### config.mk
export PLATFORM = sky130hd
export DESIGN_NAME = ht_padr_pipe
export DESIGN_NICKNAME = d
export VERILOG_FILES = /design/src/rtl/ht_padr_pipe.sv
export SDC_FILE = /design/constraint.sdc
export NUM_CORES = 1
export LEC_CHECK = 0
export BUFFER_PORTS_ARGS = -buffer_cell sky130_fd_sc_hd__buf_2
export CORE_ASPECT_RATIO = 1.2
export CORE_MARGIN = 1.5
export CORE_UTILIZATION = 30
export DETAILED_ROUTE_END_ITERATION = 8
export PLACE_DENSITY_LB_ADDON = 0.1
export SLEW_MARGIN = 15
export SYNTH_ARGS = -nofsm -noshare
export SYNTH_HDL_FRONTEND = slang
export SYNTH_SLANG_ARGS = --single-unit
### constraint.sdc
create_clock -name clk -period 3.74 [get_ports clk]
set_input_delay 0.187 -clock clk [delete_from_list [all_inputs] [get_ports clk]]
set_output_delay 0.187 -clock clk [all_outputs]
set_load 0.02 [all_outputs]
### src/rtl/ht_padr_pipe.sv
// ---------------------------------------------------------------------------
// ht_padr_pipe
//
// Purpose
//   Two-stage physical-address former for the hash-table MMU. Takes the
//   result of a hash-table group probe, selects the hit way's PTE fields,
//   merges the PPN with the virtual page offset (three page sizes), checks
//   the requested access against the way's R/W/X permissions and returns
//   the physical address together with a fault code. Sits between the
//   hash-table probe and the TLB fill / LSU path.
//
// Ports
//   clk       in   1          clock
//   rst       in   1          synchronous reset, active low
//   flush     in   1          discard all in-flight requests
//   req_v     in   1          request valid
//   req_rdy   out  1          request accepted when req_v & req_rdy
//   xlat      in   1          1 = translate, 0 = bypass (padr = vadr)
//   found     in   1          hash probe hit
//   which     in   WW         hit way index
//   ppn_all   in   NWAY*PPNW  PPN of each way, way0 in LSBs
//   sz_all    in   NWAY*2     page-size code per way
//   perm_all  in   NWAY*3     {x,w,r} per way
//   acc       in   3          requested access {x,w,r}
//   vadr      in   VAW        virtual address
//   rsp_v     out  1          response valid
//   rsp_rdy   in   1          consumer ready
//   padr      out  PAW        physical address
//   padrv     out  1          padr usable (fault == 0)
//   fault     out  2          0 none, 1 miss, 2 permission, 3 bad size
//   miss_cnt  out  CNTW       saturating count of delivered miss responses
//
// Handshake
//   Both interfaces are valid/ready: a transfer happens on a rising edge
//   where valid & ready are both high. A producer holding valid keeps its
//   payload stable until the transfer; req_rdy is combinational from the
//   pipeline state and flush (no skid buffer), and the response payload
//   is held stable while rsp_v & !rsp_rdy.
// ---------------------------------------------------------------------------
module ht_padr_pipe #(
  parameter int VAW     = 32,
  parameter int PAW     = 32,
  parameter int PGSHIFT = 18,
  parameter int LGSTEP  = 4,
  parameter int NWAY    = 8,
  parameter int CNTW    = 16,
  localparam int PPNW   = PAW - PGSHIFT,
  localparam int WW     = (NWAY > 1) ? $clog2(NWAY) : 1
) (
  input  logic                 clk,
  input  logic                 rst,
  input  logic                 flush,
  input  logic                 req_v,
  output logic                 req_rdy,
  input  logic                 xlat,
  input  logic                 found,
  input  logic [WW-1:0]        which,
  input  logic [NWAY*PPNW-1:0] ppn_all,
  input  logic [NWAY*2-1:0]    sz_all,
  input  logic [NWAY*3-1:0]    perm_all,
  input  logic [2:0]           acc,
  input  logic [VAW-1:0]       vadr,
  output logic                 rsp_v,
  input  logic                 rsp_rdy,
  output logic [PAW-1:0]       padr,
  output logic                 padrv,
  output logic [1:0]           fault,
  output logic [CNTW-1:0]      miss_cnt
);

  localparam logic [1:0] FLT_NONE = 2'd0;
  localparam logic [1:0] FLT_MISS = 2'd1;
  localparam logic [1:0] FLT_PERM = 2'd2;
  localparam logic [1:0] FLT_SIZE = 2'd3;

  // -------------------------------------------------------------------------
  // Low-offset mask for a page-size code: bit i is set when i < off, with
  // off = PGSHIFT + sz*LGSTEP. Bits past PAW simply never get set, so an
  // oversized offset degrades to "all offset".
  // -------------------------------------------------------------------------
  function automatic logic [PAW-1:0] low_mask(input logic [1:0] sz);
    logic [PAW-1:0] m;
    int             off;
    off = PGSHIFT + int'(sz) * LGSTEP;
    m   = '0;
    for (int i = 0; i < PAW; i++) begin
      m[i] = (i < off);
    end
    return m;
  endfunction

  // -------------------------------------------------------------------------
  // Pipeline control
  // -------------------------------------------------------------------------
  logic s1_v_q, s1_v_d;
  logic s2_v_q, s2_v_d;
  logic s2_adv;
  logic req_fire;
  logic rsp_fire;

  // S2 can take a new entry when it is empty or its entry leaves this cycle;
  // S1 moves only together with S2, so S1 is free when empty or S2 advances.
  assign s2_adv   = !s2_v_q || rsp_rdy;
  assign req_rdy  = !flush && (!s1_v_q || s2_adv);
  assign req_fire = req_v && req_rdy;
  assign rsp_fire = s2_v_q && rsp_rdy;

  // -------------------------------------------------------------------------
  // Way select. A which value that matches no way (only possible for a
  // non-power-of-2 NWAY) leaves way_ok low and is reported as a miss.
  // -------------------------------------------------------------------------
  logic [PPNW-1:0] sel_ppn;
  logic [1:0]      sel_sz;
  logic [2:0]      sel_perm;
  logic            way_ok;

  always_comb begin
    sel_ppn  = '0;
    sel_sz   = '0;
    sel_perm = '0;
    way_ok   = 1'b0;
    for (int i = 0; i < NWAY; i++) begin
      if (which == WW'(i)) begin
        sel_ppn  = ppn_all[i*PPNW +: PPNW];
        sel_sz   = sz_all[i*2 +: 2];
        sel_perm = perm_all[i*3 +: 3];
        way_ok   = 1'b1;
      end
    end
  end

  // Virtual address brought to the physical width (truncate or zero-extend).
  logic [PAW-1:0] vadr_ext;

  generate
    if (VAW >= PAW) begin : g_vtrunc
      assign vadr_ext = vadr[PAW-1:0];
    end else begin : g_vzext
      assign vadr_ext = {{(PAW-VAW){1'b0}}, vadr};
    end
  endgenerate

  // -------------------------------------------------------------------------
  // S1 registers: request plus the selected way's fields
  // -------------------------------------------------------------------------
  logic            s1_xlat_q, s1_xlat_d;
  logic            s1_hit_q,  s1_hit_d;
  logic [PPNW-1:0] s1_ppn_q,  s1_ppn_d;
  logic [1:0]      s1_sz_q,   s1_sz_d;
  logic [2:0]      s1_perm_q, s1_perm_d;
  logic [2:0]      s1_acc_q,  s1_acc_d;
  logic [PAW-1:0]  s1_vadr_q, s1_vadr_d;

  always_comb begin
    s1_v_d    = s1_v_q;
    s1_xlat_d = s1_xlat_q;
    s1_hit_d  = s1_hit_q;
    s1_ppn_d  = s1_ppn_q;
    s1_sz_d   = s1_sz_q;
    s1_perm_d = s1_perm_q;
    s1_acc_d  = s1_acc_q;
    s1_vadr_d = s1_vadr_q;
    if (flush) begin
      s1_v_d = 1'b0;
    end else if (req_rdy) begin
      // S1 either refills or drains into S2 whenever it is allowed to move.
      s1_v_d = req_v;
      if (req_fire) begin
        s1_xlat_d = xlat;
        s1_hit_d  = found && way_ok;
        s1_ppn_d  = sel_ppn;
        s1_sz_d   = sel_sz;
        s1_perm_d = sel_perm;
        s1_acc_d  = acc;
        s1_vadr_d = vadr_ext;
      end
    end
  end

  always_ff @(posedge clk) begin
    if (!rst) begin
      s1_v_q    <= 1'b0;
      s1_xlat_q <= 1'b0;
      s1_hit_q  <= 1'b0;
      s1_ppn_q  <= '0;
      s1_sz_q   <= '0;
      s1_perm_q <= '0;
      s1_acc_q  <= '0;
      s1_vadr_q <= '0;
    end else begin
      s1_v_q    <= s1_v_d;
      s1_xlat_q <= s1_xlat_d;
      s1_hit_q  <= s1_hit_d;
      s1_ppn_q  <= s1_ppn_d;
      s1_sz_q   <= s1_sz_d;
      s1_perm_q <= s1_perm_d;
      s1_acc_q  <= s1_acc_d;
      s1_vadr_q <= s1_vadr_d;
    end
  end

  // -------------------------------------------------------------------------
  // Address formation and fault classification from S1
  // -------------------------------------------------------------------------
  logic [PAW-1:0] off_mask;
  logic [PAW-1:0] ppn_base;
  logic [PAW-1:0] form_padr;
  logic [PAW-1:0] res_padr;
  logic [1:0]     res_fault;

  assign off_mask  = low_mask(s1_sz_q);
  assign ppn_base  = PAW'(s1_ppn_q) << PGSHIFT;
  // Large pages take their low PPN bits from the virtual offset instead.
  assign form_padr = (s1_vadr_q & off_mask) | (ppn_base & ~off_mask);

  always_comb begin
    res_padr  = form_padr;
    res_fault = FLT_NONE;
    if (!s1_xlat_q) begin
      res_padr = s1_vadr_q;
    end else if (!s1_hit_q) begin
      res_fault = FLT_MISS;
      res_padr  = '0;
    end else if (s1_sz_q == 2'd3) begin
      res_fault = FLT_SIZE;
    end else if ((s1_acc_q & ~s1_perm_q) != 3'b000) begin
      res_fault = FLT_PERM;
    end
  end

  // -------------------------------------------------------------------------
  // S2 registers: the response
  // -------------------------------------------------------------------------
  logic [PAW-1:0]  padr_q,  padr_d;
  logic            padrv_q, padrv_d;
  logic [1:0]      fault_q, fault_d;
  logic [CNTW-1:0] miss_cnt_q, miss_cnt_d;

  always_comb begin
    s2_v_d  = s2_v_q;
    padr_d  = padr_q;
    padrv_d = padrv_q;
    fault_d = fault_q;
    if (flush) begin
      s2_v_d = 1'b0;
    end else if (s2_adv) begin
      s2_v_d = s1_v_q;
      if (s1_v_q) begin
        padr_d  = res_padr;
        padrv_d = (res_fault == FLT_NONE);
        fault_d = res_fault;
      end
    end
  end

  // The counter follows delivered responses only, so a miss handshaking in
  // a flush cycle still counts and flush never clears it.
  always_comb begin
    miss_cnt_d = miss_cnt_q;
    if (rsp_fire && (fault_q == FLT_MISS) && (miss_cnt_q != '1)) begin
      miss_cnt_d = miss_cnt_q + 1'b1;
    end
  end

  always_ff @(posedge clk) begin
    if (!rst) begin
      s2_v_q     <= 1'b0;
      padr_q     <= '0;
      padrv_q    <= 1'b0;
      fault_q    <= FLT_NONE;
      miss_cnt_q <= '0;
    end else begin
      s2_v_q     <= s2_v_d;
      padr_q     <= padr_d;
      padrv_q    <= padrv_d;
      fault_q    <= fault_d;
      miss_cnt_q <= miss_cnt_d;
    end
  end

  assign rsp_v    = s2_v_q;
  assign padr     = padr_q;
  assign padrv    = padrv_q;
  assign fault    = fault_q;
  assign miss_cnt = miss_cnt_q;

endmodule
; Word-level counts from Yosys, hierarchy flattened
; Cells that the tools add are included.
[word_totals]
register_bits = 109
latchBits = 0
ram_bits = 0
romBits = 0
in_bits = 197
out_inout_bits = 53
word_cells = 120
mem_count = 0
[op_classes]
addsub = 2
n_mul = 0
div = 0
magnitude_cmp = 32
eq_ne = 10
n_shift = 0
n_mux = 38
bitwise_logic = 8
n_reduce_logical = 17
[ops]
columns = cell, count
row1 = $mux W14, 8
row2 = $lt A5 B6 Y1 const A, 16
row3 = $and A32 B32 Y32, 2
row4 = $mux W32, 2
row5 = $lt A4 B6 Y1 const A, 8
row6 = $not A32 Y32, 1
row7 = $or A32 B32 Y32, 1
row8 = $lt A3 B6 Y1 const A, 4
row9 = $mux W2, 12
row10 = $mux W3, 8
row11 = $add A16 B1 Y16 const B, 1
row12 = $ne A16 B16 Y1 const B, 1
row13 = $eq A3 B3 Y1 const B, 4
row14 = $lt A1 B6 Y1 const A, 2
row15 = $lt A2 B6 Y1 const A, 2
row16 = $mux W1, 8
row17 = $add A5 B4 Y6 const A, 1
row18 = $eq A3 B2 Y1 const B, 2
row19 = $logic_and A1 B1 Y1, 6
row20 = $reduce_and A3 Y1, 2
row21 = $and A3 B3 Y3, 1
row22 = $eq A3 B1 Y1 const B, 1
row23 = $logic_not A1 Y1, 3
row24 = $logic_not A3 Y1, 1
row25 = other kinds (8), 10

; Logic depth before layout (Yosys ltp)
[depth]
word_depth = 10
ltp_mapped = 7
ltp_nobuf = 6

; Least setup slack after synthesis
; OpenSTA, ideal clock, no wires.
[synth_path]
kind = register to register
start = reg miss_cnt_q[0], in the netlist miss_cnt[0]
end = reg miss_cnt_q[8], in the netlist miss_cnt[8]
setup_ns = 0.066
arrival_time_ns = 1.905
t_required_ns = 3.674
setup_slack_ns = 1.769
path_stages_with_launch = 7
path_buffers = 1
period_less_slack_ns = 1.971
path_cell_list = dfxtp_1 > ha_1 > nand2_1 > or2_0 > clkbuf_1 > or4_2 > a21boi_2
[synth_between]
elab_chain_len = 2
word_cells_on_any_way = 3
cone_classes = add/sub: 1 / eq/ne: 1 / reduce/logical: 1
[synth_lines]
columns = item, line
row1 = from (decl), 237  ; logic [CNTW-1:0] miss_cnt_q, miss_cnt_d;
row2 = from (signal assigned), 277  ; miss_cnt_q <= miss_cnt_d;
row3 = branches (longest 2 deep; another with $add A16 B1 Y16), n/a
; Parallel ways; which one is timed is not known.
; A chain may end at the register's enable or synchronous reset.

; Worst setup path after layout
[layout_path]
start = reg s2_v_q, in the netlist rsp_v
end = reg s1_vadr_q[28]
[layout_between]
elab_chain_len = 6
[layout_lines]
columns = item, line
row1 = from (decl), 96  ; logic s2_v_q, s2_v_d;
row2 = from (signal assigned), 273  ; s2_v_q <= s2_v_d;
row3 = $logic_not A1 Y1 (*), 103  ; assign s2_adv = !s2_v_q || rsp_rdy;
row4 = $logic_or A1 B1 Y1 (*), 103
row5 = $logic_or A1 B1 Y1 (*), 104  ; assign req_rdy = !flush && (!s1_v_q || s2_adv);
row6 = $logic_and A1 B1 Y1 (*), 104
row7 = $logic_and A1 B1 Y1, 105  ; assign req_fire = req_v && req_rdy;
row8 = $reduce_and A3 Y1 (no source line) (*), n/a
row9 = to (signal assigned), 198  ; s1_vadr_q <= s1_vadr_d;
row10 = to (decl), 152  ; logic [PAW-1:0] s1_vadr_q, s1_vadr_d;
; Every way passes the cells marked *; elsewhere a longest branch is shown, timed or not.

==> flow_summary.yaml <==
status:
  status: "completed"
clock_tree:
  cts_setup_buffers: 0
  htree_levels: 3
  clockBufferDepth: 2
  cts_resized: 0
  numCtsBuffers: 9
  clkSinkCount: 109
  cts_tree: "built"
  path_clk_slew_ns: 0.08
  clockRootBuffer: "clkbuf_16"
  hold_buffers: 0
  insertion_delay_ns: 0.35
place:
  hpwl_um: 14300
  numPortBuffers: 249
  placed_area_sq_um: 7480
  place_congestion: 0.783
  place_inst: 1183
logic_synthesis:
  yosysUniqueCellTypes: 48
  synth_largest_area_cell: "dfxtp_1"
  synth_edf_count: 0
  yosysWarnings: 0
  post_synth.cell_area_avg_sq_um: 8.35
  ys_ff_latch: 109
  ys_seq_area_share_pct: 36.0
  ys.flop_type: "dfxtp_1"
  netlist_top_cells_area: "dfxtp_1 36%, a21boi_0 7.1%, nand2_1 6.6%"
  syn_nets: 924
  synthCells: 726
  synth.top_cell.area_share_pct: 36.0
  synthTopCellsByCount: "109 x dfxtp_1, 106 x nand2_1, 57 x a21boi_0, 49 x nand3_1, 40 x nor2_1"
  synth.most_common_cell: "dfxtp_1"
  netlist_area_sq_um: 6060
  async_flop_share_pct: 0
drt:
  num_vias: 5865
  route.detailed.drc: 0
  first_iter_violations: 244
  wl_per_cell_um: 16.1
  drt-total-wl_um: 19200
  postRouteAntennaNets: 0
  via_per_inst: 4.90
  drt_first_pass_iters: 4
power:
  peakVddDrop_mv: 0.250
  p_per_area_nw_per_um2: 324
  p_leak_nw: 3.36
  power_mw: 2.52
floorplanning:
  die_area_sq_um: 21100
  num_rows: 56
  start_util_pct: 30.8
  num_io_pins: 250
  fp.coreArea_sq_um: 19700
  die_w_um: 133
  dieHeight_um: 159
sta:
  finClkSkew_ns: 0.0147
  finalHoldViolations: 0
  slew_headroom_pct: 45.4
  holdWs_ns: 0.0875
  fin_crit_ns: 2.10
  rsz0062_at_grt: "false"
  period_share_pct: 56.2
  finalSetupTns_ns: 0
  max_freq_mhz: 475
  setup_viol: 0
  drv_slew: 0
  tightest_slew_ns: 0.819
global_routing:
  use_met3_pct: 4.02
  grt.overflow.total: 0
  busiest_layer: "met2"
  grt_pass1_wl_um: 30900
  antenna_found_initial: 0
  grt_util_all_layers_pct: 18.1
  grtUsageMet2_pct: 30.4
  grt_pass1_vias: 5850
  grt_use_met1_pct: 23.5
  grt_max_degree: 65
setup_path:
  cp_max_fo: 37
  required_ns: 4.01
  endpoint_kind: "flop"
  timing_worst_setup_path_type: "reg -> reg"
  worstSetupStartpointType: "flop"
  crit_arrival_ns: 2.38
flow_run:
  cap_violations: 0
cells_and_area:
  nNetsFinal: 1131
  fin_cells: 1198
  fin_area_sq_um: 7750
  multi_input_area_sq_um: 3550
  area_growth_pct: 27.9
  diodes: 0
  final_layout_size_suffix_gt1_share_pct: 34.8
  fill_cells: 2087
  register_area_sq_um: 2180
hold_path:
  hold_class: "in -> reg"
## final timing paths
path	from	end	slack [ns]	cells past startpoint
setup / recovery	rsp_v	s1_vadr_q[28]	1.64	6
hold reg to reg	padr[8]	padr[8]	0.46	2
setup reg to reg	rsp_v	s1_vadr_q[28]	1.64	6
hold / removal	vadr[19]	s1_vadr_q[19]	0.09	3
## registers in the layout (all words and copies together), names as in the netlist, 2 cells and up
name and cells:
fault 2, miss_cnt 16, padr 32, s1_acc_q 3, s1_perm_q 3, s1_ppn_q 14
s1_sz_q 2, s1_vadr_q 32
## placed cells by master, fill, tap and decap left out, types with 21 or more instances in the layout
cell,synthesis,layout
buf_2,13,248
dfxtp_1,109,109
a21boi_0,57,57
nand2_1,106,105
nor2_1,40,40
inv_1,22,22
nand2b_1,26,26
a22oi_1,31,31
mux2_2,30,30
o31ai_1,21,21
nand3_1,49,49
a21oi_1,21,21
mux2i_1,38,38
## routing by layer
layer / up-vias / wire length [um]
li1: 2986 / -
met1: 2670 / 8840
met2: 195 / 8930
met3: 14 / 1210
met4: 0 / 267
met5: - / 0
## report_power, final
part / total [mW] / switching, mW / internal [mW]
combinational: 0.403 / 0.203 / 0.200
clock: 0.899 / 0.445 / 0.455
sequential: 1.21 / 0.0203 / 1.19
## cell families after synthesis
| group | after synthesis | share of synthesized area (%) |
|---|---|---|
| simple gates | 270 | 21.3 |
| compound gates | 186 | 23.3 |
| flops | 109 | 36.0 |
| buf+inv | 83 | 5.53 |
| mux | 70 | 12.6 |
| xor+xnor | 7 | 1.01 |
| fa+ha+maj | 1 | 0.206 |
## metrics by stage
step                      setup WS [ns]  util, %
after floorplan                    1.77        -
after global placement             1.64     38.0
after detailed placement           1.59     38.0
after CTS                          1.59     39.4
after global routing               1.39     39.4
final                              1.64     39.4
## final cells by class
class / count / area share, %
multi-input cells: 534 / 45.8
inverters: 22 / 1.07
flip-flops and latches: 109 / 28.2
clock buffers: 9 / 2.91
repair buffers: 257 / 17.2
clock inverters: 6 / 0.630
well taps: 261 / 4.21
## worst max-delay path, cell delays in order (launching register included)
cell      delay [ns]
dfxtp_1         0.34
nor2b_1         0.31
a21oi_1         0.17
nand2_2         0.57
buf_4           0.39
nand2_1         0.08
a21boi_0        0.16
No activity file was read; power rests on OpenSTA's default activity.
